`config.mk`:
```
export PLATFORM = sky130hd
export DESIGN_NAME = sprite_motion_ctrl
export DESIGN_NICKNAME = d
export VERILOG_FILES = /design/src/rtl/sprite_motion_ctrl.sv
export SDC_FILE = /design/constraint.sdc
export NUM_CORES = 1
export LEC_CHECK = 0
export ABC_CLOCK_PERIOD_IN_PS = 6630
export CORE_ASPECT_RATIO = 1.1
export CORE_MARGIN = 5
export CORE_UTILIZATION = 55
export DETAILED_ROUTE_END_ITERATION = 7
export HOLD_SLACK_MARGIN = 0.1
export PLACE_DENSITY = 0.76
export SETUP_SLACK_MARGIN = 0.2
export SYNTH_ARGS = -nofsm -noshare
export SYNTH_HDL_FRONTEND = slang
export SYNTH_SLANG_ARGS = --single-unit
```
`constraint.sdc`:
```
create_clock -name frame_clk -period 6.63 [get_ports frame_clk]
set_input_delay 1.326 -clock frame_clk [delete_from_list [all_inputs] [get_ports frame_clk]]
set_output_delay 1.326 -clock frame_clk [all_outputs]
set_load 0.02 [all_outputs]
```
`src/rtl/sprite_motion_ctrl.sv`:
```
// Per-frame position/velocity engine for one square sprite: keyboard steering,
// speed levels, pause toggle and wall bounce with a one-frame Bounce strobe.
module sprite_motion_ctrl #(
  parameter int X_MIN     = 0,
  parameter int X_MAX     = 639,
  parameter int Y_MIN     = 0,
  parameter int Y_MAX     = 479,
  parameter int X_CENTER  = 320,
  parameter int Y_CENTER  = 240,
  parameter int SIZE      = 4,
  parameter int STEP      = 1,
  parameter int MAX_SPEED = 4,
  parameter int KEY_UP    = 26,
  parameter int KEY_DOWN  = 22,
  parameter int KEY_RIGHT = 7,
  parameter int KEY_LEFT  = 4,
  parameter int KEY_FAST  = 46,
  parameter int KEY_SLOW  = 45,
  parameter int KEY_PAUSE = 19
) (
  input  logic        frame_clk,
  input  logic        Reset,
  input  logic [15:0] keycode,
  output logic [9:0]  BallX,
  output logic [9:0]  BallY,
  output logic [9:0]  BallS,
  output logic        Bounce,
  output logic        Paused,
  output logic [2:0]  Speed
);

  typedef enum logic {RUN = 1'b0, PAUSED = 1'b1} state_t;

  localparam logic signed [10:0] X_LO   = 11'(X_MIN + SIZE);
  localparam logic signed [10:0] X_HI   = 11'(X_MAX - SIZE);
  localparam logic signed [10:0] Y_LO   = 11'(Y_MIN + SIZE);
  localparam logic signed [10:0] Y_HI   = 11'(Y_MAX - SIZE);
  localparam logic signed [10:0] STEP_S = 11'(STEP);
  localparam logic [2:0]         SPD_MAX = 3'(MAX_SPEED);

  state_t             state, state_next;
  logic [15:0]        prev_key;
  logic [9:0]         pos_x, pos_y, pos_x_next, pos_y_next;
  logic signed [10:0] vel_x, vel_y, vel_x_next, vel_y_next;
  logic signed [10:0] vx_dir, vy_dir, cand_x, cand_y, mag;
  logic [2:0]         speed, speed_next;
  logic               bounce, bounce_next;
  logic               new_key, fast_edge, slow_edge, pause_edge;

  function automatic logic signed [10:0] rescale(input logic signed [10:0] v,
                                                 input logic signed [10:0] m);
    if (v > 11'sd0)      rescale = m;
    else if (v < 11'sd0) rescale = -m;
    else                 rescale = 11'sd0;
  endfunction

  function automatic logic signed [10:0] wall_vel(input logic signed [10:0] cand,
                                                  input logic signed [10:0] v,
                                                  input logic signed [10:0] m,
                                                  input logic signed [10:0] lo,
                                                  input logic signed [10:0] hi);
    if (cand > hi)      wall_vel = -m;
    else if (cand < lo) wall_vel = m;
    else                wall_vel = v;
  endfunction

  function automatic logic [9:0] clamp_pos(input logic signed [10:0] cand,
                                           input logic signed [10:0] lo,
                                           input logic signed [10:0] hi);
    logic signed [10:0] r;
    if (cand > hi)      r = hi;
    else if (cand < lo) r = lo;
    else                r = cand;
    clamp_pos = 10'(r);
  endfunction

  assign new_key    = (keycode != prev_key);
  assign fast_edge  = new_key && (keycode == 16'(KEY_FAST));
  assign slow_edge  = new_key && (keycode == 16'(KEY_SLOW));
  assign pause_edge = new_key && (keycode == 16'(KEY_PAUSE));

  // The step lands on the un-reversed candidate (clamped into the field); the
  // reversed velocity takes effect from the following frame.
  always_comb begin
    state_next  = state;
    speed_next  = speed;
    mag         = 11'sd0;
    vx_dir      = vel_x;
    vy_dir      = vel_y;
    cand_x      = $signed({1'b0, pos_x});
    cand_y      = $signed({1'b0, pos_y});
    vel_x_next  = vel_x;
    vel_y_next  = vel_y;
    pos_x_next  = pos_x;
    pos_y_next  = pos_y;
    bounce_next = 1'b0;
    case (state)
      RUN: begin
        if (pause_edge) begin
          state_next = PAUSED;
        end else begin
          if (fast_edge && (speed < SPD_MAX))   speed_next = speed + 3'd1;
          else if (slow_edge && (speed > 3'd1)) speed_next = speed - 3'd1;
          else                                  speed_next = speed;
          mag = $signed({8'd0, speed_next}) * STEP_S;
          if (keycode == 16'(KEY_UP)) begin
            vx_dir = 11'sd0;  vy_dir = -mag;
          end else if (keycode == 16'(KEY_DOWN)) begin
            vx_dir = 11'sd0;  vy_dir = mag;
          end else if (keycode == 16'(KEY_RIGHT)) begin
            vx_dir = mag;     vy_dir = 11'sd0;
          end else if (keycode == 16'(KEY_LEFT)) begin
            vx_dir = -mag;    vy_dir = 11'sd0;
          end else begin
            vx_dir = rescale(vel_x, mag);
            vy_dir = rescale(vel_y, mag);
          end
          cand_x      = $signed({1'b0, pos_x}) + vx_dir;
          cand_y      = $signed({1'b0, pos_y}) + vy_dir;
          vel_x_next  = wall_vel(cand_x, vx_dir, mag, X_LO, X_HI);
          vel_y_next  = wall_vel(cand_y, vy_dir, mag, Y_LO, Y_HI);
          pos_x_next  = clamp_pos(cand_x, X_LO, X_HI);
          pos_y_next  = clamp_pos(cand_y, Y_LO, Y_HI);
          bounce_next = (vel_x_next != vx_dir) || (vel_y_next != vy_dir);
        end
      end
      PAUSED: begin
        if (pause_edge) state_next = RUN;
        else            state_next = PAUSED;
      end
      default: state_next = RUN;
    endcase
  end

  // Frame state register
  always_ff @(posedge frame_clk or posedge Reset) begin
    if (Reset) begin
      state    <= RUN;
      prev_key <= 16'd0;
      pos_x    <= 10'(X_CENTER);
      pos_y    <= 10'(Y_CENTER);
      vel_x    <= 11'sd0;
      vel_y    <= 11'sd0;
      speed    <= 3'd1;
      bounce   <= 1'b0;
    end else begin
      state    <= state_next;
      prev_key <= keycode;
      pos_x    <= pos_x_next;
      pos_y    <= pos_y_next;
      vel_x    <= vel_x_next;
      vel_y    <= vel_y_next;
      speed    <= speed_next;
      bounce   <= bounce_next;
    end
  end

  assign BallX  = pos_x;
  assign BallY  = pos_y;
  assign BallS  = 10'(SIZE);
  assign Bounce = bounce;
  assign Paused = (state == PAUSED);
  assign Speed  = speed;

endmodule

```
Yosys cells after proc, flatten, opt, wreduce, memory -nomap -nowiden
Index checks and enable logic that the tools add are counted.
- add/subtract/negate cells: 5
- multiply operators: 0
- div/mod/pow operators: 0
- order comparisons: 10
- eq/ne operators: 10
- shifts and indexed selects: 0
- mux-type cells: 37
- bitwise logic cells: 2
- reductions and logical operators: 7
- operators by type and width (cell ; count):
    $mux W11 ; 24
    $eq A16 B5 Y1 const B ; 3
    $mux W10 ; 4
    $eq A16 B3 Y1 const B ; 2
    $eq A16 B6 Y1 const B ; 2
    $add A11 B11 Y11 ; 2
    $gt A11 B1 Y1 const B ; 2
    $lt A11 B1 Y1 const B ; 2
    $lt A11 B4 Y1 const B ; 2
    $ne A11 B11 Y1 ; 2
    $ne A16 B16 Y1 ; 1
    $mux W3 ; 4
    $gt A11 B10 Y1 const B ; 1
    $gt A11 B11 Y1 const B ; 1
    $neg A3 Y11 ; 1
    $logic_and A1 B1 Y1 ; 5
    $mux W1 ; 4
    $add A3 B1 Y3 const B ; 1
    $gt A3 B1 Y1 const B ; 1
    $lt A3 B3 Y1 const B ; 1
    $sub A3 B1 Y3 const B ; 1
    $not A1 Y1 ; 2
    $pmux W1 S2 ; 1
    $reduce_and A2 Y1 ; 1
    $logic_or A1 B1 Y1 ; 1
- bits in registers: 63
- bits in latches: 0
- memory bits (writable): 0
- memory bits (read-only): 0
- input port bits: 18
- logic and storage cells: 79
- memories kept: 0

Logic depth before layout (Yosys ltp)
- depth in word-level cells: 26
- depth in mapped cells: 25
- mapped depth without buffers: 24

Least setup slack after synthesis
No wires, ideal clock.
- kind: input-to-reg
- start: input port keycode[6]
- end: register vel_x[1]
- setup time: 137 ps
- data arrival time: 6372 ps
- setup slack: 121 ps
- cell stages on the path: 20
- path buffers: 1
- cells stage by stage: or4_1 > nor4_1 > a31oi_1 > a21oi_1 > inv_1 > ha_1 > ha_1 > or4b_2 > o21ai_0 > ha_1 > a211oi_1 > o21ai_0 > a41oi_1 > a21oi_1 > xor2_2 > a41o_1 > buf_6 > mux2_4 > mux2i_1 > a21oi_1
- word-level cells in the longest chain between the ends: 22
- elaborated cells on any way between the ends: 35
- classes of those cells: add/sub (2); order compare (2); eq/ne (8); mux (16); bitwise (1); reduce/logical (6)
- ends and longest elaborated chain (element ; line ; source):
    start: declaration ; 23 ; input logic [15:0] keycode,
    $ne A16 B16 Y1 or $eq A16 B6 Y1 (tied branches) ; 77, 79 ;
    $logic_and A1 B1 Y1 ; 79 ; assign slow_edge = new_key && (keycode == 16'(KEY_SLOW));
    $logic_and A1 B1 Y1 ; 103 ; else if (slow_edge && (speed > 3'd1)) speed_next = speed - 3'd1;
    $mux W3 ; 103 ;
    $mux W3 ; 102 ; if (fast_edge && (speed < SPD_MAX)) speed_next = speed + 3'd1;
    $mux W3 ; 99 ; if (pause_edge) begin
    $mux W3 ; 97 ; case (state)
    $neg A3 Y11 ; 53, 62, 113 ;
    [6 not listed] ; n/a ;
    $mux W11 ; 99 ;
    $mux W11 ; 97 ;
    $add A11 B11 Y11 ; 118 ; cand_x = $signed({1'b0, pos_x}) + vx_dir;
    $lt A11 B4 Y1 ; 63 ; else if (cand < lo) wall_vel = m;
    $mux W11 ; 63 ;
    $mux W11 ; 62 ; if (cand > hi) wall_vel = -m;
    $mux W11 ; 99 ;
    $mux W11 ; 97 ;
    end signal: assignment ; 151 ; vel_x <= vel_x_next;
    end: declaration ; 44 ; logic signed [10:0] vel_x, vel_y, vel_x_next, vel_y_next;
Several ways; a longest one is shown, not always the timed one. The select of a mux whose other input is x is not followed.
A chain may end at the register's enable or synchronous reset.

Final worst setup path
- start: input port keycode[12]
- end: register vel_x[2]
Same word-level chain as after synthesis.

==> reports/qor.txt <==
status: finished clean
Core ar.: 0.007391 mm^2
top routing layer in use: met4
Slew headroom: 0.5513
number of hold buffers added after cts: 0
Diodes inserted: 0
Synth top area share: 0.2680
combinational group share of total power: 0.161
WHS: 0.4830 ns
latest clock arrival within the worst-skew pair: 0.31 ns
RSZ-0062 raised after global routing: false
# Max-Cap Violations: 0
EDFF count, synth: 0
GP Congestion: 0.9389
die area: 0.009301 mm^2
initial antenna violation count: 0
die height: 100.7 um
TritonCTS clock tree: yes
Final HPWL DP: 7.869 mm
vias in the first global route: 3751
async set-or-reset flop fraction in the synthesized netlist: 1.000
crit share post-route: 0.9436
Cell Area, Placed: 0.004907 mm^2
row count: 33
Met3 Wirelength: 480 um
final instance area: 0.005116 mm^2
CTS H-tree depth: 2
switching power share of the total: 0.2879
metal1 wirelength: 4.583 mm
Flop pwr share: 0.527
Global Route Usage Sum: 0.2281
total power: 0.6166 mW
final setup vio count: 0
minimum clock period: 6.256 ns
Int Power: 0.4391 mW
Met2 Wirelength: 5.298 mm
Synth area leaders: dfrtp_1 (27%), ha_1 (7.9%), xor2_1 (4.9%)
Initial Util: 0.5560
initial DRC count: 230
Main synth FF type: dfrtp_1
CTS sink count: 51
Static Leak: 2.372 nW
P_sw: 0.1775 mW
post-synth cell types: 78
most common cell after layout, fill and taps aside: buf_4
Clk pin slew, worst setup/hold paths: 0.10 ns
Vias: 3779
area of the mapped netlist: 0.004109 mm^2
Layout area overhead: 24.51%
CTS root buf: clkbuf_8
final hold vios: 0
Req. time, crit path: 6.81 ns
Yosys reg bits: 51
IO Count: 53
post-route ant nets: 0
layout cells sized above 1: 0.2085
CTS Buf Count: 5
Worst Setup End Kind: register
worst-path maximum fanout: 6
hold crit path type: reg -> reg
per-cell routed wire length: 16.76 um
PwrDens: 120.5 mW/mm^2
first-pass GRT wire length: 17.42 mm
largest net degree at the start of global routing: 52
GRT overflow: 0
VDD IR max: 104.7 uV
nets@finish: 587
Synth Instances: 459
Crit Path Class: in -> reg
Syn Area/Cell: 8.952 um^2
most frequent cells in the layout: buf_4 (52), dfrtp_1 (44), clkdlybuf4s50_1 (42), nor2_1 (35), a21oi_1 (32)
Tightest Pin Transition: 0.6731 ns
fmax: 159.9 MHz
drt first pass iters: 4
DRC: 0
Setup WS pre-CTS: -0.2626 ns
final WL: 10.54 mm
drt via density: 6.008
register area share after synthesis: 0.3127
Max Transition Viols Final: 0
Buffers on Ports: 42
final worst slack: 0.3742 ns
post-synth top area cell: dfrtp_1
Arrival @ worst endpoint: 6.44 ns
Clk pwr share: 0.312
Yosys Warn Count: 0
clk buf depth: 2
Chip Width: 92.41 um
clk_skew: 0.008364 ns
Worst Setup Start Kind: primary input
layout make-up:
| class | count | area [um^2] |
|---|---|---|
| multi-input cells | 365 | 2713 |
| fillers | 605 | 2275 |
| clock buffers | 5 | 68.82 |
| clock inverters | 3 | 23.77 |
| repair buffers | 95 | 830.8 |
| inverters | 23 | 86.33 |
| well taps | 87 | 108.9 |
| flip-flops and latches | 51 | 1285 |
registers in the layout (all words and copies together), names as in the netlist:
name and flops:
prev_key 16, BallX 10, Paused 1, vel_y 5, BallY 10, Bounce 1, Speed 3, vel_x 5
critical path, cell delays in order:
cell and delay, ns:
clkdlybuf4s50_1 0.42, or4_4 0.55, buf_4 0.15, or4_4 0.51
buf_12 0.16, o41ai_1 0.32, inv_1 0.12, o22ai_4 0.20
o22ai_1 0.19, fa_1 0.52, a211oi_4 0.33, o21ai_2 0.12
o21ba_2 0.21, o31a_1 0.26, nor2_1 0.17, a41o_2 0.30
mux2_4 0.31, mux2i_1 0.17, a21oi_1 0.10
worst paths after layout:
check	start	to	slack (ns)	depth (start not counted)
max reg2reg	Speed[1]	vel_x[2]	1.44	22
min	BallX[8]	BallX[8]	0.48	2
max in group asynchronous	Reset	prev_key[10]	4.67	3
max	keycode[12]	vel_x[2]	0.37	19
min in group asynchronous	Reset	BallX[7]	1.49	3
min reg2reg	BallX[8]	BallX[8]	0.48	2
cell usage after synthesis, types with 4 or more instances:
library cell and instances:
ha_1 26, dfrtp_1 44, o21ai_0 14, nand3_1 15
o21ai_1 4, buf_4 10, nor2b_1 7, xor2_1 23
nor3_1 5, or3_1 4, o22ai_1 4, a211oi_1 11
and3_1 8, xnor2_1 8, nand2b_1 4, dfstp_2 7
a31oi_1 7, a21o_1 15, a21oi_1 35, buf_2 4
nor4_1 11, inv_1 22, nand2_1 24, nand4_1 5
nor2_1 35, o211ai_1 6, o21a_1 6, clkbuf_1 12
a22o_1 4
cells by family after synthesis:
kind of cell,after synthesis,synth area share
AND/OR/NAND/NOR,145,0.2010
AO/OA/AOI/OAI,143,0.2409
flip-flops,51,0.3127
buffers and inverters,51,0.06059
XOR/XNOR,33,0.07674
adder cells (fa/ha/maj),28,0.08892
multiplexers,6,0.01736
other,2,0.001828
timing repair:
item                       CTS  global route
setup buffers                1             1
resized for setup            2            20
pin swaps                    2             5
cloned                       0             0
setup endpoints to repair    9            25
power by group through the flow:
stage	registers, mW	clock network [mW]	logic, mW
floorplan	0.333	0	0.0563
global placement	0.330	0	0.0934
detailed placement	0.331	0	0.0959
CTS	0.325	0.197	0.0969
global route	0.326	0.207	0.109
finish	0.325	0.192	0.0994
metal layers:
metal	track usage	vias to the layer above
met5	0	-
met2	0.3956	102
li1	-	1843
met1	0.2963	1815
met3	0.02987	19
met4	0.07086	0
stage by stage:
stage	setup TNS, ns	utilization	std cells
floorplan	0	-	467
global placement	-0.09383	0.6640	619
detailed placement	-1.978	0.6640	619
CTS	0	0.6783	628
global route	0	0.6922	629
finish	0	0.6922	629
Note: power is estimated with default switching activity, not from simulation.
